### src/rtl/clk_period_meter.sv
// clk_period_meter: measures high time, low time and period of an
// asynchronous slow square wave (SigIn) in ClkIn cycles.
// Single-shot Start/Valid/Ack handshake by default; define
// CLK_PERIOD_METER_CONTINUOUS_EN for free-running measurement with a
// one-cycle Valid pulse per completed period.
module clk_period_meter #(
    parameter int unsigned CNT_W   = 32,
    parameter int unsigned TIMEOUT = 16777215
) (
    input  logic             ClkIn,
    input  logic             rst,
    input  logic             SigIn,
    input  logic             Start,
    input  logic             Ack,
    output logic             Busy,
    output logic             Valid,
    output logic             TimeoutErr,
    output logic [CNT_W-1:0] HighTime,
    output logic [CNT_W-1:0] LowTime,
    output logic [CNT_W:0]   Period
);

    localparam logic [CNT_W-1:0] TIMEOUT_V = CNT_W'(TIMEOUT);
    localparam logic [CNT_W-1:0] CNT_ONE   = CNT_W'(1);
    localparam logic [CNT_W-1:0] CNT_ZERO  = '0;

    typedef enum logic [2:0] {
        ST_IDLE = 3'd0,
        ST_SYNC = 3'd1,
        ST_HIGH = 3'd2,
        ST_LOW  = 3'd3,
        ST_DONE = 3'd4
    } state_t;

    state_t           state_q, state_d;
    logic             s1_q, s_q, sd_q;
    logic [CNT_W-1:0] hi_cnt_q, hi_cnt_d;
    logic [CNT_W-1:0] lo_cnt_q, lo_cnt_d;
    logic [CNT_W-1:0] phase_cnt_q, phase_cnt_d;
    logic             valid_q, valid_d;
    logic             timeout_err_q, timeout_err_d;
    logic [CNT_W-1:0] high_time_q, high_time_d;
    logic [CNT_W-1:0] low_time_q, low_time_d;
    logic [CNT_W:0]   period_q, period_d;

    logic             rise, fall, phase_expired;
    logic             lat_en, lat_to;
    logic [CNT_W-1:0] lat_hi, lat_lo;

    assign rise          = s_q & ~sd_q;
    assign fall          = ~s_q & sd_q;
    assign phase_expired = (phase_cnt_q == TIMEOUT_V);

`ifdef CLK_PERIOD_METER_CONTINUOUS_EN
    // Free-running: handshake inputs have no function here.
    logic unused_handshake;
    assign unused_handshake = Start ^ Ack;
    assign Busy = (state_q != ST_IDLE);
`else
    assign Busy = (state_q == ST_SYNC) || (state_q == ST_HIGH) || (state_q == ST_LOW);
`endif

    // Next-state, counter and result computation.
    always_comb begin
        state_d       = state_q;
        hi_cnt_d      = hi_cnt_q;
        lo_cnt_d      = lo_cnt_q;
        phase_cnt_d   = phase_cnt_q;
        valid_d       = valid_q;
        timeout_err_d = timeout_err_q;
        high_time_d   = high_time_q;
        low_time_d    = low_time_q;
        period_d      = period_q;
        lat_en        = 1'b0;
        lat_to        = 1'b0;
        lat_hi        = CNT_ZERO;
        lat_lo        = CNT_ZERO;
`ifdef CLK_PERIOD_METER_CONTINUOUS_EN
        valid_d       = 1'b0;
`endif

        case (state_q)
            ST_IDLE: begin
`ifdef CLK_PERIOD_METER_CONTINUOUS_EN
                state_d     = ST_SYNC;
                phase_cnt_d = CNT_ZERO;
`else
                if (Start) begin
                    state_d     = ST_SYNC;
                    phase_cnt_d = CNT_ZERO;
                end
`endif
            end
            ST_SYNC: begin
                if (rise) begin
                    state_d     = ST_HIGH;
                    hi_cnt_d    = CNT_ONE;
                    phase_cnt_d = CNT_ONE;
                end else if (phase_expired) begin
                    lat_en = 1'b1;
                    lat_to = 1'b1;
                end else begin
                    phase_cnt_d = phase_cnt_q + CNT_ONE;
                end
            end
            ST_HIGH: begin
                if (fall) begin
                    state_d     = ST_LOW;
                    lo_cnt_d    = CNT_ONE;
                    phase_cnt_d = CNT_ONE;
                end else if (phase_expired) begin
                    lat_en = 1'b1;
                    lat_to = 1'b1;
                    lat_hi = hi_cnt_q;
                end else begin
                    hi_cnt_d    = hi_cnt_q + CNT_ONE;
                    phase_cnt_d = phase_cnt_q + CNT_ONE;
                end
            end
            ST_LOW: begin
                if (rise) begin
                    lat_en = 1'b1;
                    lat_hi = hi_cnt_q;
                    lat_lo = lo_cnt_q;
                end else if (phase_expired) begin
                    lat_en = 1'b1;
                    lat_to = 1'b1;
                    lat_hi = hi_cnt_q;
                    lat_lo = lo_cnt_q;
                end else begin
                    lo_cnt_d    = lo_cnt_q + CNT_ONE;
                    phase_cnt_d = phase_cnt_q + CNT_ONE;
                end
            end
            ST_DONE: begin
`ifdef CLK_PERIOD_METER_CONTINUOUS_EN
                state_d     = ST_SYNC;
                phase_cnt_d = CNT_ZERO;
`else
                // Start takes priority over Ack when both arrive together.
                if (Start) begin
                    state_d       = ST_SYNC;
                    phase_cnt_d   = CNT_ZERO;
                    valid_d       = 1'b0;
                    timeout_err_d = 1'b0;
                end else if (Ack) begin
                    state_d = ST_IDLE;
                    valid_d = 1'b0;
                end
`endif
            end
            default: begin
                state_d = ST_IDLE;
            end
        endcase

        // Result latch and end-of-measurement state selection.
        if (lat_en) begin
            high_time_d   = lat_hi;
            low_time_d    = lat_lo;
            period_d      = {1'b0, lat_hi} + {1'b0, lat_lo};
            valid_d       = 1'b1;
            timeout_err_d = lat_to;
`ifdef CLK_PERIOD_METER_CONTINUOUS_EN
            if (lat_to) begin
                state_d     = ST_SYNC;
                phase_cnt_d = CNT_ZERO;
            end else begin
                // The closing rise also opens the next high phase.
                state_d     = ST_HIGH;
                hi_cnt_d    = CNT_ONE;
                phase_cnt_d = CNT_ONE;
            end
`else
            state_d = ST_DONE;
`endif
        end
    end

    // State, synchronizer, counter and output registers.
    always_ff @(posedge ClkIn or posedge rst) begin
        if (rst) begin
            state_q       <= ST_IDLE;
            s1_q          <= 1'b0;
            s_q           <= 1'b0;
            sd_q          <= 1'b0;
            hi_cnt_q      <= '0;
            lo_cnt_q      <= '0;
            phase_cnt_q   <= '0;
            valid_q       <= 1'b0;
            timeout_err_q <= 1'b0;
            high_time_q   <= '0;
            low_time_q    <= '0;
            period_q      <= '0;
        end else begin
            state_q       <= state_d;
            s1_q          <= SigIn;
            s_q           <= s1_q;
            sd_q          <= s_q;
            hi_cnt_q      <= hi_cnt_d;
            lo_cnt_q      <= lo_cnt_d;
            phase_cnt_q   <= phase_cnt_d;
            valid_q       <= valid_d;
            timeout_err_q <= timeout_err_d;
            high_time_q   <= high_time_d;
            low_time_q    <= low_time_d;
            period_q      <= period_d;
        end
    end

    assign Valid      = valid_q;
    assign TimeoutErr = timeout_err_q;
    assign HighTime   = high_time_q;
    assign LowTime    = low_time_q;
    assign Period     = period_q;

endmodule

### config.mk
export PLATFORM = sky130hd
export DESIGN_NAME = clk_period_meter
export DESIGN_NICKNAME = d
export VERILOG_FILES = /design/src/rtl/clk_period_meter.sv
export SDC_FILE = /design/constraint.sdc
export NUM_CORES = 1
export LEC_CHECK = 0
export ABC_AREA = 1
export ABC_CLOCK_PERIOD_IN_PS = 15100
export BUFFER_PORTS_ARGS = -buffer_cell sky130_fd_sc_hd__buf_4
export CAP_MARGIN = 20
export CORE_MARGIN = 2
export CORE_UTILIZATION = 45
export DETAILED_ROUTE_END_ITERATION = 7
export PLACE_DENSITY = 0.69
export SLEW_MARGIN = 20
export SYNTH_ARGS = -nofsm -noshare
export SYNTH_HDL_FRONTEND = slang
export SYNTH_SLANG_ARGS = --single-unit
### constraint.sdc
create_clock -name ClkIn -period 15.1 [get_ports ClkIn]
set_clock_uncertainty 0.15 [all_clocks]
set_input_delay 0 -clock ClkIn [delete_from_list [all_inputs] [get_ports ClkIn]]
set_output_delay 0 -clock ClkIn [all_outputs]
set_load 0.01 [all_outputs]
==> results.toml, run 1 <==
[route]
first_iter_violations = 986
routed_via_density = 5.43
wl_per_cell_um = 16.9
dr.pass1.iters = 5
dr.max_layer_used = "met4"
dr_total_vias = 12355
wl_met3_um = 2280
drt_wl_total_um = 38500
met2_wirelength_um = 17000
drcViolationCount = 0
ant_nets = 0
drt-met1-wl_um = 17800

[worst_setup_path]
r2r_slack_ns = 10.79
crit_path_end_kind = "register"
path_max_fanout = 64
cp_common_cell = "nand2_1"
startpoint_type = "register"
worstPathArrival_ns = 4.57
cpMaxStageDelayCell = "o21ai_0"
path_cells = "nor2_4, nand2_1, nor2_1, nand3_2, a21boi_4, buf_4, nor2_1, ha_1, fa_1, nand2_1, nand3_1, nand2_1, o21ai_0, nand2_1, nand2_1, nand2_1, nand2_1, nand2_1, nand3_1, nand2_1"
crit_path_max_incr_delay_ns = 0.47
worstPathRequired_ns = 15.36
path_class = "register to register"

[cells_and_area]
nets = 1928
finalInstanceArea_um2 = 14400
fillers = 2750
fin_cells = 2275
final_util_pct = 53.1
syn_to_final_growth_pct = 15.4
n_antenna_cell = 0
final_cell_mix = "nand2_1, nor2_1, dfrtp_1"
final_common_cell = "nand2_1"
final_layout_size_suffix_gt1_share_pct = 9.41

[clocking]
cts.clk_slew.worst_paths_ns = 0.06
post-cts-setup-buffers = 0
clk_path_buf_depth = 3
cts_root_buffer = "clkbuf_16"
cts.sinks = 201
cts_hold_buf = 6
cts_tree = "yes"
numCtsBuffers = 24
ctsResizeCount = 0
clk_latency_ns = 0.53
htree_levels = 1

[flow_run]
cap_violations = 0

[logic_synthesis]
synthMuxAreaShare_pct = 0
synthSimpleGateAreaFrac_pct = 34.9
avgSynthCellArea_um2 = 6.95
synthArstFlopShare_pct = 100
syn_area_um2 = 12500
synth_xor_area_share_pct = 2.46
ys_types = 43
synth_cells = 1794
ys.warnings.count = 0
synth_edf_count = 0
synth_top_family_by_area = "simple AND/OR/NAND/NOR gates"
yosysSeqAreaShare_pct = 40.3
syn-num-nets = 1835
ys_seq_elements = 201
synthAdderAreaFrac_pct = 3.67
ys.flop_type = "dfrtp_1"
synth_compound_area_share_pct = 11.1

[global_routing]
overflow = 0
grt.total_usage_pct = 26.7
grt_max_degree = 126
antenna_found_initial = 0
grt_pass1_wl_um = 61500
grt_pass1_vias = 11597

[power]
leakage_nw = 6.65
switching_power_uw = 537
finalPower_mw = 1.55
intPower_mw = 1.02
p_seq_share_pct = 38.0
swShare_pct = 34.6
comb_power_share_pct = 23.1
power_density_nw_per_um2 = 108
ir_drop_v = 0.0000848
pwr-share-clk_pct = 38.9

[timing]
max_slew_margin_pct = 35.4
finalHoldViolCount = 0
hold_slack_ns = 0.0387
fmax_ghz = 0.232
post-route-period-util_pct = 28.5
fin_setup_tns_ns = 0
tightest_slew_ns = 0.970
rsz0062_at_grt = "no"
drv_slew = 0
fin_ws_ns = 10.79
finalSetupViolCount = 0
period_minus_slack_ns = 4.31

[status]
status = "complete, no violations"

[place]
place_ws_ns = 10.85
placed_cell_area_um2 = 13500
dpl.cell_count = 2227
io_buffers = 104
gp_congestion = 0.954
dpl.hpwl_um = 28500

[floorplan]
start_util_pct = 46.0
rows = 60
die_height_um = 170
core-area_um2 = 27100
io_pins = 105
die-area_um2 = 29100
dieWidth_um = 170

[min_path]
hp-class = "primary input to async pin"
[layout make-up]
| type | count | area, um^2 | area share (%) |
|---|---|---|---|
| multi-input combinational | 1360 | 6500 | 45.2 |
| sequential | 201 | 5030 | 35.0 |
| timing repair buffer | 114 | 871 | 6.05 |
| inverter | 186 | 707 | 4.91 |
| clock buffer | 34 | 699 | 4.86 |
| tap | 372 | 465 | 3.23 |
| clock inverter | 8 | 115 | 0.800 |
[cells in the mapped netlist (all sizes together), types with 2 or more instances]
cell    count  share of area, %
nand3b      5              0.30
nor4        6              0.30
xnor2       8              0.56
dfrtp     201                40
ha         35               3.5
a21o        5              0.30
nand4      57               2.9
nand2     538                16
clkbuf     23              0.69
o21bai      4              0.24
nand3     112               4.6
o21ai     166               6.7
nor2      251               7.8
buf        24               1.3
a21oi      65               2.6
nor3       57               2.4
o21a        3              0.18
inv       185               5.6
xor2       27               1.9
a31oi       2              0.10
o211ai      2              0.12
o31ai      10              0.60
[cell families after synthesis]
family | count (synthesis)
flops | 201
simple gates | 1029
buf+inv | 233
compound gates | 260
xor+xnor | 35
fa+ha+maj | 36
[critical path, delay by kind of cell, from the launching register on]
| family | cells | cell delay [ns] |
|---|---|---|
| and+or+nand+nor | 15 | 2.17 |
| AOI/OAI and AO/OA | 2 | 0.65 |
| adders and majority gates | 2 | 0.46 |
| DFF | 1 | 0.43 |
| buffers and inverters | 1 | 0.32 |
[state kept, by name, indices dropped and copies added, names as in the netlist]
name and flops:
HighTime 32, LowTime 32, Period 33, TimeoutErr 1, Valid 1, hi_cnt_q 32, lo_cnt_q 32, phase_cnt_q 32
s1_q 1, s_q 1, sd_q 1, state_q 3
[path summary, 6_finish.rpt]
kind                            startpoint         endpoint  cells past startpoint
max in group asynchronous              rst     lo_cnt_q[19]                      4
worst min register to register        s1_q              s_q                      0
worst max register to register  state_q[2]       Period[30]                     20
worst min-delay path                   rst  phase_cnt_q[19]                      3
worst max-delay path            state_q[2]       Period[30]                     20
min in group ClkIn                    s1_q              s_q                      0
[per-layer routing]
metal  track usage (%)  up-vias
met5                 0        -
met4              8.88        0
met3              3.65       74
met2              41.9      437
met1              38.0     5800
li1                  -     6044
[power by group through the flow]
stage                     registers, mW  clock network (mW)  logic, mW
after global placement            0.599                   0      0.348
after CTS                         0.590               0.615      0.356
after global routing              0.594               0.634      0.397
after detailed placement          0.599                   0      0.353
after floorplan                   0.596                   0      0.259
final                             0.591               0.603      0.359
No activity file was read; power rests on OpenSTA's default activity.
==> inputs of run 2 (changes only) <==
Settings changed: ABC_AREA 1 to 0, ABC_CLOCK_PERIOD_IN_PS 15100 to 4200, PLACE_DENSITY 0.69 to 0.7.
Clock period 15.1 ns to 4.2 ns, I/O delays scaled along.
==> results.toml, run 2 <==
[timing]
rsz0062_at_grt = "yes"
post-route-period-util_pct = 110
finalSetupViolCount = 14
fin_ws_ns = -0.408
finalHoldViolCount = 0
tightest_slew_ns = 0.879
fin_setup_tns_ns = -3.16
period_minus_slack_ns = 4.61
max_slew_margin_pct = 41.4
drv_slew = 0
fmax_ghz = 0.217

[clocking]
htree_levels = 1
clk_path_buf_depth = 3
numCtsBuffers = 23
cts_tree = "yes"
clk_latency_ns = 0.51
cts.clk_slew.worst_paths_ns = 0.06
cts.sinks = 201
cts_root_buffer = "clkbuf_16"

[route]
ant_nets = 0
dr.pass1.iters = 4
routed_via_density = 5.27
first_iter_violations = 454
drcViolationCount = 0
drt_wl_total_um = 27000
wl_per_cell_um = 15.7
dr_total_vias = 9078

[place]
io_buffers = 104
gp_congestion = 0.871
placed_cell_area_um2 = 12900
place_ws_ns = -0.467
dpl.hpwl_um = 18300
dpl.cell_count = 1642

[global_routing]
antenna_found_initial = 0
gr-usage-met3_pct = 3.21
grt.total_usage_pct = 21.8
top_usage_layer = "met2"
grt_pass1_wl_um = 44100
grt_use_met1_pct = 30.2
grt_pass1_vias = 9003
use_met2_pct = 36.5
overflow = 0
grt_max_degree = 135

[power]
ir_drop_v = 0.000393
finalPower_mw = 4.95
leakage_nw = 7.47
power_density_nw_per_um2 = 341

[logic_synthesis]
yosysSeqAreaShare_pct = 47.9
ys.flop_type = "dfrtp_1"
ys.warnings.count = 0
synth_edf_count = 0
avgSynthCellArea_um2 = 9.55
synthArstFlopShare_pct = 100
syn_area_um2 = 10500
syn-num-nets = 1140
synth.top_cell.area_share_pct = 47.9
ys_types = 57
yosysMostFrequentCell = "dfrtp_1"
ys_seq_elements = 201
synth_cells = 1099
netlist_top_cells_count = "dfrtp_1, nor2_1, nand2_1"
synth_top_area_cell = "dfrtp_1"
synth_top_cells_by_area = "dfrtp_1, xor2_1, a21o_1"

[worst_setup_path]
path_class = "register to register"
critical_path.top_delay_family = "compound AO/OA/AOI/OAI gates"
startpoint_type = "register"
cp.buffers_inverters = 2
crit_path_end_kind = "register"
crit_path_max_incr_delay_ns = 0.57
cpMaxStageDelayCell = "or4_4"
worstPathArrival_ns = 4.83
path_cells = "nor4_2, nand2_1, or4_4, nor2_4, o22ai_4, nor2_4, buf_6, buf_12, and2_4, ha_4, a21o_1, a221o_1, a311oi_2, o211ai_1, a31o_2, o31ai_4, mux2i_1, o311ai_1"
path_max_fanout = 5
worstPathRequired_ns = 4.42
cp_common_cell = "nor2_4"

[cells_and_area]
area.sequential_um2 = 5030
final_cell_mix = "buf_4, dfrtp_1, nor2_1"
largest_reg_flops = 33
fillers = 1781
n_antenna_cell = 0
nets = 1436
finalInstanceArea_um2 = 14500
final_layout_size_suffix_gt1_share_pct = 31.1
multiInputGateArea_um2 = 5840
syn_to_final_growth_pct = 38.4
fin_cells = 1724
final_common_cell = "buf_4"

[flow_run]
cap_violations = 0

[min_path]
hp-class = "primary input to async pin"

[floorplan]
rows = 55
die-area_um2 = 24600
die_height_um = 157
io_pins = 105
start_util_pct = 46.1
core-area_um2 = 22800
dieWidth_um = 157

[status]
violations = "negative setup slack"
status = "complete, but fails checks"
## run 2: cell types whose count changed in the layout (fill, tap and decap cells not counted), sizes merged, moves of 15 or more
| cell | delta |
|---|---|
| nand2 | -429 |
| buf | +195 |
| inv | -165 |
| nor2 | -137 |
| o21ai | -97 |
| a21o | +71 |
| and2 | +69 |
| nand3 | -68 |
| nor3 | -45 |
| xor2 | +40 |
| nand4 | -37 |
| or3 | +20 |
| xnor2 | +20 |
| and3 | +15 |
## run 2: layout make-up
class | instances | area share (%)
inverter | 20 | 0.543
clock inverter | 4 | 0.345
tap | 313 | 2.70
timing repair buffer | 309 | 16.7
clock buffer | 37 | 4.88
multi-input combinational | 840 | 40.2
sequential | 201 | 34.6
## run 2: report_power, final
group	total [mW]	internal (mW)	switching, mW
sequential	2.11	2.03	0.0846
combinational	0.837	0.318	0.520
clock	2.00	1.21	0.788
## run 2: worst reg2reg max path, cell delays in order, from the launching register on
cell and delay, ns:
dfrtp_1 0.40, nor4_2 0.32, nand2_1 0.12, or4_4 0.57, nor2_4 0.12, o22ai_4 0.09, nor2_4 0.16, buf_6 0.15
buf_12 0.11, and2_4 0.14, ha_4 0.20, a21o_1 0.17, a221o_1 0.37, a311oi_2 0.36, o211ai_1 0.18, a31o_2 0.28
o31ai_4 0.26, mux2i_1 0.21, o311ai_1 0.11
## run 2: kinds of logic after synthesis
logic type | Yosys count | share of synthesized area [%]
simple gates | 450 | 21.5
compound gates | 258 | 15.9
flops | 201 | 47.9
xor+xnor | 95 | 7.93
buf+inv | 58 | 2.25
fa+ha+maj | 36 | 4.36
mux | 1 | 0.0954
## run 2: repair_timing
action	CTS	global route
buffers inserted	24	12
gates resized for setup	65	44
cloned	2	0
hold buffers	6	0
setup endpoints to repair	12	19
pin swaps	21	24
endpoints found under the hold margin	206	0
## run 2: metrics by stage
stage | hold WS [ns] | util (%)
floorplan | -0.119 | -
global placement | -0.0402 | 56.6
detailed placement | -0.0394 | 56.6
CTS | 0.157 | 62.5
global route | 0.195 | 63.8
finish | 0.106 | 63.8
## run 2: final timing paths
path	startpoint	to	slack, ns	cells after the start
setup / recovery	phase_cnt_q[25]	Period[29]	-0.41	18
hold / removal	rst	HighTime[3]	0.11	4
setup reg to reg	phase_cnt_q[25]	Period[29]	-0.41	18
hold reg to reg	s1_q	s_q	0.20	0
max in group asynchronous	rst	HighTime[29]	3.09	4
min in group ClkIn	s1_q	s_q	0.20	0
## run 2: layer usage
metal / wire length (um) / up-vias
li1: - / 4450
met1: 12500 / 4411
met2: 12900 / 177
met3: 1180 / 40
met4: 439 / 0
met5: 0 / -
==> inputs of run 3 (changes only) <==
Settings changed: CELL_PAD_IN_SITES_DETAIL_PLACEMENT set to 2, CELL_PAD_IN_SITES_GLOBAL_PLACEMENT set to 2, CORE_MARGIN 2 to 4, CORE_UTILIZATION 45 to 38, PLACE_DENSITY 0.7 to 0.87.
==> results.toml, run 3 (synthesis gave the netlist of run 2 again) <==
[status]
status = "complete, but fails checks"
violations = "negative setup slack"

[route]
ant_nets = 0
drcViolationCount = 0
wl_per_cell_um = 41.1
routed_via_density = 6.85
dr_total_vias = 12324
dr.pass1.iters = 7
drt_wl_total_um = 74000
first_iter_violations = 1517

[clocking]
cts.sinks = 201
clk_path_buf_depth = 3
htree_levels = 1
cts.clk_slew.worst_paths_ns = 0.09
numCtsBuffers = 24
cts_root_buffer = "clkbuf_16"
cts_tree = "yes"
clk_latency_ns = 0.57

[cells_and_area]
nets = 1482
largest_reg_flops = 33
final_util_pct = 57.0
fin_cells = 1800
syn_to_final_growth_pct = 46.8
finalInstanceArea_um2 = 15400
final_common_cell = "buf_4"
final_layout_size_suffix_gt1_share_pct = 36.5
final_cell_mix = "buf_4, dfrtp_1, nor2_1"

[floorplan]
dieWidth_um = 174
start_util_pct = 38.8
rows = 60
io_pins = 105
core-area_um2 = 27000
die-area_um2 = 30300
die_height_um = 174

[worst_setup_path]
path_max_fanout = 8
critical_path.top_delay_family = "compound AO/OA/AOI/OAI gates"
reg2reg_depth = 18
path_class = "register to register"
cp.buffers_inverters = 1
worst-path-stages = 18
crit_path_end_kind = "register"
path_cells = "ha_4, nand3_2, or3_4, or4_4, nor2_4, o22ai_2, nor2_2, buf_6, and2_4, ha_4, a211oi_2, o211ai_1, a311oi_2, o211ai_1, a31o_2, o31ai_4, mux2i_1, o311ai_2"
r2r_end = "Period[29]"
cpMaxStageDelayCell = "or4_4"
startpoint_type = "register"
r2r_start = "phase_cnt_q[1]"
critPathCapture = "Period[29]"
crit_path_max_incr_delay_ns = 0.59
r2r_slack_ns = -1.18
worstPathRequired_ns = 4.50
timing.critical_path.from = "phase_cnt_q[1]"
worstPathArrival_ns = 5.68

[place]
placed_cell_area_um2 = 13100
dpl.cell_count = 1689
io_buffers = 104
dpl.hpwl_um = 33000
gp_congestion = 0.840

[power]
ir_drop_v = 0.000420
power_density_nw_per_um2 = 370
leakage_nw = 7.86
finalPower_mw = 5.69

[global_routing]
grt_pass1_vias = 12808
grt.total_usage_pct = 40.7
overflow = 0
antenna_found_initial = 2
grt_max_degree = 81
grt_pass1_wl_um = 92700

[flow_run]
cap_violations = 0

[timing]
rsz0062_at_grt = "yes"
fin_ws_ns = -1.18
period_minus_slack_ns = 5.38
drv_slew = 0
tightest_slew_ns = 1.22
fmax_ghz = 0.186
max_slew_margin_pct = 18.1
finalSetupViolCount = 30
post-route-period-util_pct = 128
finalHoldViolCount = 0

[min_path]
hp-class = "register to register"
==> run 3: layer usage <==
| metal | global-route usage [%] | part of all wire (%) |
|---|---|---|
| met3 | 7.68 | 8.6 |
| met2 | 69.9 | 47 |
| met1 | 47.1 | 36 |
| met5 | 0 | 0.0095 |
| met4 | 25.0 | 8.9 |
==> run 3: how the worst min path moves through the flow <==
stage          slack [ns]          end  depth (start not counted)  start
3_5_place_dp        -0.02         s1_q                          1  SigIn
6_report             0.22          s_q                          0   s1_q
5_1_grt              0.22          s_q                          0   s1_q
2_1_floorplan       -0.12         s1_q                          0  SigIn
3_3_place_gp        -0.02         s1_q                          1  SigIn
4_1_cts              0.13  lo_cnt_q[9]                          3    rst
==> run 3: cell type report <==
type / count / area, um^2
multi-input combinational: 840 / 6240
antenna: 1 / 2.50
clock buffer: 37 / 741
clock inverter: 6 / 82.6
fill: 2706 / 11600
inverter: 20 / 78.8
sequential: 201 / 5030
tap: 341 / 427
timing repair buffer: 354 / 2800
==> run 3: what timing repair did <==
item,4_1_cts,5_1_grt
hold endpoints to repair,40,15
endpoints found under the setup margin,26,28
setup buffers,45,29
pin swaps,36,49
gates cloned,1,0
resized for setup,122,82
hold buffers,6,1
==> run 3: worst reg2reg max path, cell delays in order (launching register included) <==
cell	delay, ns
dfrtp_1	0.46
ha_4	0.19
nand3_2	0.06
or3_4	0.34
or4_4	0.59
nor2_4	0.12
o22ai_2	0.10
nor2_2	0.22
buf_6	0.20
and2_4	0.24
ha_4	0.24
a211oi_2	0.39
o211ai_1	0.24
a311oi_2	0.44
o211ai_1	0.25
a31o_2	0.37
o31ai_4	0.23
mux2i_1	0.33
o311ai_2	0.15
==> run 3: metrics by stage <==
step                      hold WS (ns)  setup TNS, ns  setup slack (ns)
after global placement         -0.0232          -3.96            -0.478
after global routing             0.222         -19.66             -1.15
final                            0.224         -20.33             -1.18
after floorplan                 -0.119         -0.538            -0.277
after CTS                        0.128          -7.10            -0.581
after detailed placement       -0.0223         -15.16             -1.09
==> run 3: power breakdown <==
part           leakage (nW)  switching [mW]  internal, mW
Combinational          4.69           0.805         0.340
Clock                 0.404            1.03          1.33
Sequential             2.77           0.160          2.03
